**config.mk**
```make
export PLATFORM = sky130hd
export DESIGN_NAME = pbs_ctrl_flat
export DESIGN_NICKNAME = d
export VERILOG_FILES = /design/src/rtl/pbs_ctrl_if.sv /design/src/rtl/pbs_ctrl.sv /design/src/flat_wrapper.sv
export SDC_FILE = /design/constraint.sdc
export NUM_CORES = 1
export LEC_CHECK = 0
export ABC_AREA = 1
export CORE_MARGIN = 4
export CORE_UTILIZATION = 35
export CTS_CLUSTER_DIAMETER = 50
export DETAILED_ROUTE_END_ITERATION = 7
export PLACE_DENSITY = 0.58
export SLEW_MARGIN = 20
export SYNTH_ARGS = -nofsm -noshare
export SYNTH_HDL_FRONTEND = slang
export SYNTH_SLANG_ARGS = --single-unit
```
**constraint.sdc**
```tcl
create_clock -name clk -period 3.49 [get_ports clk]
set_input_delay 0.349 -clock clk [delete_from_list [all_inputs] [get_ports clk]]
set_output_delay 0.349 -clock clk [all_outputs]
set_load 0.03 [all_outputs]
```
**src/rtl/pbs_ctrl_if.sv**
```systemverilog
// Signal bundle between the turn-sequencing controller and the battle datapath.
// The master side is the controller; the slave side is the datapath/environment.
interface pbs_ctrl_if #(
  parameter int unsigned TURN_W = 8
);
  logic              go;
  logic [1:0]        p_move_in;
  logic [3:0]        p_hp;
  logic [3:0]        AI_hp;
  logic [1:0]        p_move;
  logic              actr;
  logic              target;
  logic              calc_dmg;
  logic              app_dmg;
  logic              busy;
  logic              game_over;
  logic              winner;
  logic [TURN_W-1:0] turn_cnt;

  modport master (
    input  go, p_move_in, p_hp, AI_hp,
    output p_move, actr, target, calc_dmg, app_dmg, busy, game_over, winner, turn_cnt
  );

  modport slave (
    output go, p_move_in, p_hp, AI_hp,
    input  p_move, actr, target, calc_dmg, app_dmg, busy, game_over, winner, turn_cnt
  );
endinterface

```
**src/rtl/pbs_ctrl.sv**
```systemverilog
// Battle turn sequencer: player attack, KO check, AI attack, KO check per confirm.
// Phase outputs are Moore-decoded from the state register, so reset drops them at once.
module pbs_ctrl #(
  parameter int unsigned HOLD   = 3,
  parameter int unsigned TURN_W = 8
) (
  input  logic         clk,
  input  logic         rst,
  pbs_ctrl_if.master   bus
);

  typedef enum logic [2:0] {
    S_IDLE     = 3'd0,
    S_P_CALC   = 3'd1,
    S_P_APPLY  = 3'd2,
    S_P_CHK    = 3'd3,
    S_AI_CALC  = 3'd4,
    S_AI_APPLY = 3'd5,
    S_AI_CHK   = 3'd6,
    S_OVER     = 3'd7
  } state_t;

  localparam logic [3:0] HOLD_LAST = 4'(HOLD - 1);

  state_t            r_state;
  logic [3:0]        r_hold_cnt;
  logic              r_go_q;
  logic [1:0]        r_p_move;
  logic              r_winner;
  logic [TURN_W-1:0] r_turn_cnt;

  logic w_go_rise;
  logic w_hold_done;
  logic w_actr;
  logic w_target;
  logic w_calc;
  logic w_app;
  logic w_busy;
  logic w_over;

  assign w_go_rise   = bus.go & ~r_go_q;
  assign w_hold_done = (r_hold_cnt == HOLD_LAST);

  // Turn sequencing state machine with latched move, winner and turn counter
  always_ff @(posedge clk or negedge rst) begin
    if (!rst) begin
      r_state    <= S_IDLE;
      r_hold_cnt <= 4'd0;
      r_go_q     <= 1'b0;
      r_p_move   <= 2'd0;
      r_winner   <= 1'b0;
      r_turn_cnt <= '0;
    end else begin
      r_go_q <= bus.go;
      case (r_state)
        S_IDLE: begin
          if (w_go_rise) begin
            r_p_move   <= bus.p_move_in;
            r_hold_cnt <= 4'd0;
            r_state    <= S_P_CALC;
          end
        end
        S_P_CALC, S_P_APPLY, S_AI_CALC, S_AI_APPLY: begin
          if (w_hold_done) begin
            r_hold_cnt <= 4'd0;
            case (r_state)
              S_P_CALC:  r_state <= S_P_APPLY;
              S_P_APPLY: r_state <= S_P_CHK;
              S_AI_CALC: r_state <= S_AI_APPLY;
              default:   r_state <= S_AI_CHK;
            endcase
          end else begin
            r_hold_cnt <= r_hold_cnt + 4'd1;
          end
        end
        S_P_CHK: begin
          // Player strikes first, so a double KO here is a player win
          if (bus.AI_hp == 4'd0) begin
            r_winner <= 1'b0;
            r_state  <= S_OVER;
          end else begin
            r_state  <= S_AI_CALC;
          end
        end
        S_AI_CHK: begin
          if (bus.p_hp == 4'd0) begin
            r_winner <= 1'b1;
            r_state  <= S_OVER;
          end else begin
            if (r_turn_cnt != {TURN_W{1'b1}}) begin
              r_turn_cnt <= r_turn_cnt + 1'b1;
            end
            r_state <= S_IDLE;
          end
        end
        S_OVER: begin
          r_state <= S_OVER;
        end
        default: begin
          r_state <= S_IDLE;
        end
      endcase
    end
  end

  // Moore decode of datapath controls from the current state
  always_comb begin
    w_actr   = 1'b0;
    w_target = 1'b1;
    w_calc   = 1'b0;
    w_app    = 1'b0;
    w_busy   = 1'b1;
    w_over   = 1'b0;
    case (r_state)
      S_IDLE:     w_busy = 1'b0;
      S_P_CALC:   w_calc = 1'b1;
      S_P_APPLY:  w_app  = 1'b1;
      S_P_CHK:    w_busy = 1'b1;
      S_AI_CALC:  begin w_actr = 1'b1; w_target = 1'b0; w_calc = 1'b1; end
      S_AI_APPLY: begin w_actr = 1'b1; w_target = 1'b0; w_app  = 1'b1; end
      S_AI_CHK:   begin w_actr = 1'b1; w_target = 1'b0; end
      S_OVER:     begin w_busy = 1'b0; w_over = 1'b1; end
      default:    w_busy = 1'b0;
    endcase
  end

  assign bus.p_move    = r_p_move;
  assign bus.actr      = w_actr;
  assign bus.target    = w_target;
  assign bus.calc_dmg  = w_calc;
  assign bus.app_dmg   = w_app;
  assign bus.busy      = w_busy;
  assign bus.game_over = w_over;
  assign bus.winner    = r_winner;
  assign bus.turn_cnt  = r_turn_cnt;

endmodule

```
**src/flat_wrapper.sv**
```systemverilog
// flat-port wrapper written by rule: the top's interface ports become plain ports
module pbs_ctrl_flat 
#(
  parameter int unsigned HOLD   = 3,
  parameter int unsigned TURN_W = 8
)
  (clk, rst, bus_go, bus_p_move_in, bus_p_hp, bus_AI_hp, bus_p_move, bus_actr, bus_target, bus_calc_dmg, bus_app_dmg, bus_busy, bus_game_over, bus_winner, bus_turn_cnt);
  pbs_ctrl_if #(.TURN_W(TURN_W)) bus_i ();
  input  logic clk;
  input  logic rst;
  input wire logic [$bits(bus_i.go)-1:0] bus_go;
  input wire logic [$bits(bus_i.p_move_in)-1:0] bus_p_move_in;
  input wire logic [$bits(bus_i.p_hp)-1:0] bus_p_hp;
  input wire logic [$bits(bus_i.AI_hp)-1:0] bus_AI_hp;
  output wire logic [$bits(bus_i.p_move)-1:0] bus_p_move;
  output wire logic [$bits(bus_i.actr)-1:0] bus_actr;
  output wire logic [$bits(bus_i.target)-1:0] bus_target;
  output wire logic [$bits(bus_i.calc_dmg)-1:0] bus_calc_dmg;
  output wire logic [$bits(bus_i.app_dmg)-1:0] bus_app_dmg;
  output wire logic [$bits(bus_i.busy)-1:0] bus_busy;
  output wire logic [$bits(bus_i.game_over)-1:0] bus_game_over;
  output wire logic [$bits(bus_i.winner)-1:0] bus_winner;
  output wire logic [$bits(bus_i.turn_cnt)-1:0] bus_turn_cnt;
  assign bus_i.go = bus_go;
  assign bus_i.p_move_in = bus_p_move_in;
  assign bus_i.p_hp = bus_p_hp;
  assign bus_i.AI_hp = bus_AI_hp;
  assign bus_p_move = bus_i.p_move;
  assign bus_actr = bus_i.actr;
  assign bus_target = bus_i.target;
  assign bus_calc_dmg = bus_i.calc_dmg;
  assign bus_app_dmg = bus_i.app_dmg;
  assign bus_busy = bus_i.busy;
  assign bus_game_over = bus_i.game_over;
  assign bus_winner = bus_i.winner;
  assign bus_turn_cnt = bus_i.turn_cnt;
  pbs_ctrl #(.HOLD(HOLD), .TURN_W(TURN_W)) u_core (.clk(clk), .rst(rst), .bus(bus_i));
endmodule
```
Word level (Yosys, flattened, before mapping)
Cells that the tools add are included.
{"block": "classes", "reduce_logical": 15, "n_eq_ne": 13, "n_mux": 18, "add_sub_neg": 2, "n_bitwise": 3}
{"op": "3-bit case mux with 5 select lines", "count": 1}
{"op": "3-bit equality test, second input constant", "count": 4}
{"op": "3-bit two-way mux", "count": 3}
{"op": "3-bit case mux with 3 select lines", "count": 1}
{"op": "8-bit by 1-bit adder with 8-bit output, second input constant", "count": 1}
{"op": "4-bit logical NOT", "count": 2}
{"op": "1-bit two-way mux", "count": 8}
{"op": "4-bit two-way mux", "count": 2}
{"op": "2-bit by 1-bit inequality test with 1-bit output, second input constant", "count": 4}
{"op": "8-bit inequality test, second input constant", "count": 1}
{"op": "4-bit case mux with 2 select lines", "count": 1}
{"op": "3-bit by 2-bit equality test with 1-bit output, second input constant", "count": 2}
{"op": "2-bit AND reduction", "count": 3}
{"op": "3-bit AND reduction", "count": 2}
{"op": "2-bit OR reduction", "count": 3}
{"op": "4-bit by 1-bit adder with 4-bit output, second input constant", "count": 1}
{"op": "4-bit by 2-bit equality test with 1-bit output, second input constant", "count": 1}
{"op": "2-bit nonzero test", "count": 2}
{"op": "4-bit OR reduction", "count": 1}
{"op": "3-bit by 1-bit equality test with 1-bit output, second input constant", "count": 1}
{"op": "3-bit logical NOT", "count": 1}
{"op": "3-bit OR reduction", "count": 1}
{"op": "2-bit two-way mux", "count": 1}
{"op": "1-bit NOT", "count": 2}
{"op": "2 further kinds", "count": 2}
{"block": "word_totals", "regBits": 19, "out_inout_bits": 17}

Longest topological paths before layout
Gate-level depths: netlist (run 1).
{"block": "depth", "ltp_word": 4, "ltp_mapped": 7, "mapped_depth_nobuf": 7}

Least setup slack after synthesis (run 1)
OpenSTA, ideal clock, no wires.
{"block": "synth_path", "path_type": "reg-to-output", "startpoint": "register u_core.r_state[1]", "endpoint": "output port bus_busy", "path_stages_with_launch": 4, "arrival_ps": 1277, "t_required_ps": 3141, "n_path_buf": 0, "path_slack_ps": 1864, "cell_sequence": "dfrtp_1 nand2_1 nor2_1 nor2_1"}
{"block": "synth_between", "elab_chain_cells": 3, "elab_cells_between_ends": 4, "classes_between": "1 x eq/ne; 1 x mux; 2 x reduce/logical"}
{"item": "start: declaration", "line_no": "pbs_ctrl.sv:25", "rtl": "state_t r_state;"}
{"item": "start signal: assignment", "line_no": "pbs_ctrl.sv:47", "rtl": "r_state <= S_IDLE;"}
{"item": "start signal: assignment", "line_no": "pbs_ctrl.sv:60", "rtl": "r_state <= S_P_CALC;"}
{"item": "start signal: assignment", "line_no": "pbs_ctrl.sv:67", "rtl": "S_P_CALC: r_state <= S_P_APPLY;"}
{"item": "3-bit equality test / 3-bit logical NOT (equally long branches)", "line_no": "pbs_ctrl.sv:114", "rtl": "case (r_state)"}
{"item": "2-bit OR reduction (no source line) (*)"}
{"item": "1-bit two-way mux (*)", "line_no": "pbs_ctrl.sv:114"}
{"item": "end: declaration", "line_no": "flat_wrapper.sv:20", "rtl": "output wire logic [$bits(bus_i.busy)-1:0] bus_busy;"}
Mark *: on every way between the ends. The rest lies on a longest branch, timed or not.

Worst setup path in the final report (run 1)
{"block": "layout_path", "startpoint": "register u_core.r_state[2]", "endpoint": "output port bus_app_dmg"}
{"block": "layout_between", "elab_chain_cells": 3, "elab_cells_between_ends": 4, "classes_between": "2 x eq/ne; 1 x mux; 1 x reduce/logical"}
{"item": "3-bit by 2-bit equality test with 1-bit output / 3-bit equality test (equally long branches)", "line_no": "pbs_ctrl.sv:114"}
{"item": "2-bit OR reduction (no source line) (*)"}
{"item": "1-bit two-way mux (*)", "line_no": "pbs_ctrl.sv:114"}
{"item": "end: declaration", "line_no": "flat_wrapper.sv:19", "rtl": "output wire logic [$bits(bus_i.app_dmg)-1:0] bus_app_dmg;"}
Marks and branches as above.

==> flow_metrics.py, run 1 <==
metrics = {
    "timing": {
        "fin_crit_sh_pct": 62.2,
        "totalNegativeSetupSlack_ns": 0,
        "postLayoutSetupSlackWorst_ns": 1.32,
        "final_period_minus_worst_setup_slack_ns": 2.17,
        "final-setup-viol-count": 0,
        "max-slew-margin-rel_pct": 43.9,
        "grt_setup_unrepaired": "false",
        "tightestPinTransition_ns": 0.839,
        "hold_viol": 0,
        "timing_max_transition_violations_final": 0,
        "fmaxAchievable_mhz": 461,
        "skew_ns": 0.00240,
    },
    "critical_path": {
        "critPathCaptureType": "output pin",
        "cp.buffers_inverters": 2,
        "register_to_register_path_setup_slack_ns": 1.78,
        "kind_of_launch_point_of_the_worst_setup_path": "register",
        "largest_fanout_on_the_critical_path": 6,
        "cpPeakStageDelay_ns": 0.69,
        "worstPathCellList": "inv_1 -> nand3_2 -> o21ai_0 -> clkdlybuf4s50_1",
        "critical_path_class": "reg2out",
        "arrival_time_reported_for_the_critical_path_endpoint_ns": 1.82,
        "critical_path_cell_count": 4,
        "r2r_end": "u_core.bus.turn_cnt[5]",
        "crit_family": "buffers and inverters",
        "r2r.worst_path.cells": 6,
        "rr_startpoint": "u_core.bus.turn_cnt[1]",
        "cp_slowest_cell": "clkdlybuf4s50_1",
        "data_required_critical_path_ns": 3.14,
    },
    "synth": {
        "count_of_different_cell_masters_after_synthesis": 16,
        "synth_sequential_area_ratio_pct": 43.7,
        "yosys-top-cells-area": "dfrtp_1 44%, nand2_1 20%, nor2_1 6.9%",
        "synth_area_sq_mm": 0.00109,
        "syn_avg_cell_area_sq_um": 7.45,
        "yosysWarnings": 0,
        "netlist.area_leader.share_pct": 43.7,
        "synth.net_count": 162,
        "synth_top_area_cell": "dfrtp_1",
        "syn-instance-count": 146,
        "ys_seq_elements": 19,
    },
    "cells_and_area": {
        "antenna_cells_inserted": 0,
        "area_growth_pct": 31.6,
        "nets": 195,
        "drive_gt1_share_pct": 6.18,
    },
    "cts": {
        "clk_transition_reported_paths_ns": 0.11,
        "htreeDepth": 1,
        "cts_hold_buffers": 0,
        "cts_inserted_buffers": 3,
        "cts_repair_resize_count": 0,
        "cts_setup_buffers": 0,
        "root_buffer": "clkbuf_4",
        "cts_num_sinks": 19,
        "clockBufferDepth": 2,
        "insertion_delay_to_the_later_sink_of_the_worst_skew_pair_ns": 0.29,
        "cts_tree": "done",
    },
    "pwr": {
        "power.density_mw_per_mm2": 848,
        "share_comb_of_total_power_pct": 59.6,
        "power_switching_w": 0.000589,
        "cellInternalPower_w": 0.000625,
        "switching_share_pct": 48.5,
        "power.sequential.fraction_pct": 31.1,
        "power_frac_clock_pct": 9.2,
        "p_leak_nw": 0.692,
        "maximum_vdd_drop_v": 0.000439,
    },
    "global_routing": {
        "antenna_violations_before_repair": 0,
        "grt_max_degree": 20,
        "grt_pass1_wl_mm": 3.95,
        "grt_pass1_vias": 957,
        "grt-ovfl-total": 0,
        "track_usage_pct": 12.0,
    },
    "run_status": {
        "outcome": "complete, no violations",
    },
    "routing": {
        "remaining_drc_errors": 0,
        "final_antenna_net_count": 0,
        "drt_wl_total_mm": 2.32,
        "dr_total_vias": 984,
        "number_of_violations_reported_at_the_end_of_detailed_routing_iteration_0": 51,
        "post_drt_via_cell_ratio": 4.71,
        "drt_pre_antenna_iters": 5,
        "drt_wl_cell_um": 11.1,
    },
    "place": {
        "post-place-ws_ns": 1.65,
        "placement.io_buffers": 29,
        "dpl.hpwl_mm": 1.81,
        "gpl.final_weighted_congestion": 0.825,
    },
    "floorplanning": {
        "floorplan.initialDensity_pct": 38.1,
        "number_of_i_o_pins": 30,
        "fp.dieArea_sq_mm": 0.00406,
        "die_h_um": 63.7,
        "die_w_um": 63.7,
        "core-area_sq_mm": 0.00285,
        "num_rows": 19,
    },
    "job": {
        "max_cap_viol_count": 0,
    },
    "min_path": {
        "hold-path-cell-count": 2,
        "whs_endpoint": "u_core.bus.p_move[1]",
        "hold_path.startpoint": "u_core.bus.p_move[1]",
        "min_path_type": "reg2reg",
    },
}
[power by group through the flow]
stage	clock, W	combinational [W]	sequential, W
floorplan	0	0.000420	0.000447
global placement	0	0.000724	0.000379
detailed placement	0	0.000730	0.000383
CTS	0.000120	0.000734	0.000378
global route	0.000127	0.000804	0.000396
finish	0.000112	0.000724	0.000378
[logic make-up (layout without fill, tap and decap cells)]
group                    after synthesis  in the layout  synth area share [%]
flip-flops                            19             19                  43.7
AO/OA/AOI/OAI                         11             11                  6.10
buffers and inverters                 14             46                  5.52
adder cells (fa/ha/maj)                3              3                  3.45
XOR/XNOR                               8              8                  7.14
AND/OR/NAND/NOR                       91             91                  34.1
[cells in the mapped netlist (all sizes together)]
cell type	n
nand2	58
nor2	21
dfrtp	19
o21ai	8
nand3	11
a21oi	3
xnor2	3
xor2	5
buf	1
inv	13
or2	1
ha	3
[area by class of cell]
cell class	instances	area (sq um)
flip-flops and latches	19	475
fillers	292	1420
clock buffers	4	26.3
well taps	31	38.8
multi-input cells	113	552
repair buffers	29	290
inverters	13	48.8
[sequential cells by signal, summed over array words and instances, names as in the netlist]
| name | cells |
|---|---|
| u_core.bus.turn_cnt | 8 |
| u_core.r_hold_cnt | 4 |
| u_core.r_state | 3 |
| u_core.bus.p_move | 2 |
| u_core.bus.winner | 1 |
| u_core.r_go_q | 1 |
[per-layer routing]
layer	GRT usage, %	wire length, um	vias up
met3	4.20	86	4
li1	-	-	516
met5	0	0	-
met2	19.6	1150	17
met1	15.0	1070	447
met4	3.77	18	0
[worst register-to-register path: cells and delay by family (launching register included)]
kind	cells	cell delay [ns]
fa+ha+maj	1	0.23
flops	1	0.41
simple gates	3	0.28
buf+inv	1	0.23
compound gates	1	0.46
[through the flow]
stage / instance area [sq um] / utilization, % / std cells / hold slack (ns) / total power [W]
finish: 1430 / 50.2 / 209 / 0.488 / 0.00121
global route: 1430 / 50.2 / 209 / 0.521 / 0.00133
floorplan: 1090 / - / 146 / 0.0534 / 0.000867
CTS: 1430 / 50.2 / 209 / 0.495 / 0.00123
global placement: 1410 / 49.3 / 205 / 0.456 / 0.00110
detailed placement: 1410 / 49.3 / 205 / 0.466 / 0.00111
[placed cells by master, fill, tap and decap left out]
cell type        instances
nand2_1                 58
clkdlybuf4s50_1         29
nor2_1                  20
dfrtp_1                 19
inv_1                   13
nand3_1                  9
o21ai_0                  5
xor2_1                   4
a21oi_1                  3
o21ai_2                  3
xnor2_1                  3
ha_1                     3
clkbuf_4                 3
nand3_2                  2
xor2_2                   1
nor2_2                   1
or2_2                    1
clkbuf_1                 1
[worst max path at each step]
stage | startpoint | end
after floorplan | u_core.r_state[1] | bus_busy
after global placement | u_core.r_state[2] | bus_app_dmg
after detailed placement | u_core.r_state[2] | bus_app_dmg
after CTS | u_core.r_state[2] | bus_app_dmg
after global routing | u_core.r_state[1] | bus_app_dmg
final | u_core.r_state[2] | bus_app_dmg
Note: power is estimated with default switching activity, not from simulation.
==> run 2, diff against run 1 <==
--- a/config.mk
+++ b/config.mk
@@ -10,7 +10,7 @@
 export CORE_UTILIZATION = 35
 export CTS_CLUSTER_DIAMETER = 50
 export DETAILED_ROUTE_END_ITERATION = 7
-export PLACE_DENSITY = 0.58
+export PLACE_DENSITY = 0.61
 export SLEW_MARGIN = 20
 export SYNTH_ARGS = -nofsm -noshare
 export SYNTH_HDL_FRONTEND = slang
==> constraint.sdc (replaced) <==
create_clock -name clk -period 1.95 [get_ports clk]
set_input_delay 0.195 -clock clk [delete_from_list [all_inputs] [get_ports clk]]
set_output_delay 0.195 -clock clk [all_outputs]
set_load 0.03 [all_outputs]
==> flow_metrics.py, run 2 (same netlist as run 1, synthesis figures left out) <==
metrics = {
    "critical_path": {
        "critical_path_cell_count": 4,
        "r2r_end": "u_core.r_hold_cnt[3]",
        "largest_fanout_on_the_critical_path": 7,
        "crit_family": "buffers and inverters",
        "critical_path_class": "reg2out",
        "rr_startpoint": "u_core.r_state[0]",
        "setup.worst_path.start": "u_core.r_state[1]",
        "register_to_register_path_setup_slack_ns": 0.59,
        "arrival_time_reported_for_the_critical_path_endpoint_ns": 1.65,
        "cp_common_cell": "nand2_1",
        "worstPathCellList": "nand2_1 -> nand2_1 -> inv_1 -> clkdlybuf4s50_1",
        "kind_of_launch_point_of_the_worst_setup_path": "register",
        "cpPeakStageDelay_ns": 0.66,
        "data_required_critical_path_ns": 1.75,
        "r2r.worst_path.cells": 6,
        "critPathCaptureType": "output pin",
        "cp_slowest_cell": "clkdlybuf4s50_1",
        "crit_end": "bus_actr",
        "cp.buffers_inverters": 2,
    },
    "floorplanning": {
        "core-area_sq_mm": 0.00285,
        "number_of_i_o_pins": 30,
        "num_rows": 19,
        "fp.dieArea_sq_mm": 0.00406,
        "floorplan.initialDensity_pct": 38.1,
        "die_h_um": 63.7,
        "die_w_um": 63.7,
    },
    "cells_and_area": {
        "largest_register_ffs": 8,
        "area_growth_pct": 32.9,
        "nets": 197,
        "final_common_cell": "nand2_1",
        "most_used_cells_in_the_layout_excluding_fill_and_tap_cells": "58 x nand2_1, 25 x clkdlybuf4s50_1, 20 x nor2_1",
        "drive_gt1_share_pct": 7.78,
        "utilization_pct": 50.7,
        "antenna_cells_inserted": 0,
    },
    "timing": {
        "tightestPinTransition_ns": 0.326,
        "grt_setup_unrepaired": "false",
        "final-setup-viol-count": 0,
        "fin_crit_sh_pct": 94.8,
        "skew_ns": 0.0151,
        "totalNegativeSetupSlack_ns": 0,
        "timing_max_transition_violations_final": 0,
        "hold_viol": 0,
        "whs_ns": 0.201,
        "fmaxAchievable_mhz": 541,
        "final_period_minus_worst_setup_slack_ns": 1.85,
        "max-slew-margin-rel_pct": 78.2,
    },
    "cts": {
        "clockBufferDepth": 2,
        "cts_num_sinks": 19,
        "htreeDepth": 1,
        "cts_setup_buffers": 0,
        "cts_tree": "done",
        "cts_hold_buffers": 0,
        "clk_transition_reported_paths_ns": 0.13,
        "insertion_delay_to_the_later_sink_of_the_worst_skew_pair_ns": 0.31,
        "root_buffer": "clkbuf_4",
        "cts_inserted_buffers": 3,
    },
    "global_routing": {
        "globalRoute.busiestLayer": "met2",
        "global_route.usage.met3_pct": 4.73,
        "antenna_violations_before_repair": 0,
        "grt_use_met1_pct": 16.0,
        "track_usage_pct": 12.6,
        "groute.layer.met2.usage_pct": 20.9,
        "grt_pass1_wl_mm": 4.20,
        "grt_max_degree": 20,
        "grt_pass1_vias": 971,
        "grt-ovfl-total": 0,
    },
    "routing": {
        "post_drt_via_cell_ratio": 4.67,
        "dr_total_vias": 985,
        "drt_wl_cell_um": 11.0,
        "remaining_drc_errors": 0,
        "drt_wl_total_mm": 2.33,
        "drt_pre_antenna_iters": 3,
        "final_antenna_net_count": 0,
        "number_of_violations_reported_at_the_end_of_detailed_routing_iteration_0": 44,
    },
    "place": {
        "gpl.final_weighted_congestion": 0.838,
        "placement.io_buffers": 29,
        "dpl.hpwl_mm": 1.81,
    },
    "pwr": {
        "p_leak_nw": 0.710,
        "maximum_vdd_drop_v": 0.000816,
        "power.density_mw_per_mm2": 1490,
    },
    "job": {
        "max_cap_viol_count": 0,
    },
    "run_status": {
        "outcome": "complete, no violations",
    },
    "min_path": {
        "min_path_type": "in2async",
    },
}
-- run 2: changes by cell type in the layout (fill, tap and decap cells not counted) --
cell,before,now
clkbuf_1,1,0
buf_4,0,2
clkinvlp_4,0,1
clkdlybuf4s50_1,29,25
dlygate4sd2_1,0,4
-- run 2: area by class of cell --
cell class,count,area (sq um)
sequential,19,475
timing repair buffer,31,300
clock buffer,3,22.5
inverter,13,48.8
multi-input combinational,113,552
clock inverter,1,7.51
fill,297,1410
tap,31,38.8
-- run 2: power by group --
group          internal (W)  total, W  leakage (nW)  switching [W]
sequential         0.000533  0.000675         0.244       0.000142
clock             0.0000783  0.000216        0.0139       0.000138
combinational      0.000481   0.00127         0.452       0.000787
total               0.00109   0.00216         0.710        0.00107
-- run 2: through the flow --
stage | setup slack [ns] | instance area, sq um | total power [W] | std cells
2_1_floorplan | 0.478 | 1090 | 0.00155 | 146
3_5_place_dp | 0.265 | 1420 | 0.00200 | 207
6_report | 0.101 | 1450 | 0.00216 | 211
5_1_grt | 0.000844 | 1450 | 0.00237 | 211
4_1_cts | 0.0781 | 1450 | 0.00218 | 211
3_3_place_gp | 0.309 | 1420 | 0.00198 | 207
-- run 2: routing by layer --
metal  share of wire [%]  vias up  routed length, um
met3                 4.2        0                 97
met1                  48      453               1110
met4                   0        0                  0
met2                  48       12               1120
li1                    -      520                  -
met5                   0        -                  0
-- run 2: worst register-to-register path: stages (launching register included) --
cell,delay [ns]
dfrtp_1,0.46
nor2_1,0.16
nand2_1,0.12
nor2_1,0.27
nor2_2,0.11
nand2_1,0.07
o21ai_0,0.07
-- run 2: what timing repair did --
| item | 4_1_cts | 5_1_grt |
|---|---|---|
| setup endpoints to repair | 4 | 0 |
| hold endpoints to repair | 0 | 0 |
| gates resized for setup | 4 | 0 |
-- run 2: worst min-delay path by stage --
stage	slack, ns	to	from	cells past startpoint
finish	0.20	u_core.r_state[2]	rst	2
global route	0.20	u_core.r_state[2]	rst	2
detailed placement	0.47	u_core.bus.p_move[1]	u_core.bus.p_move[1]	2
global placement	0.46	u_core.bus.p_move[1]	u_core.bus.p_move[1]	2
floorplan	-0.10	u_core.bus.p_move[0]	rst	0
CTS	0.21	u_core.r_state[2]	rst	2
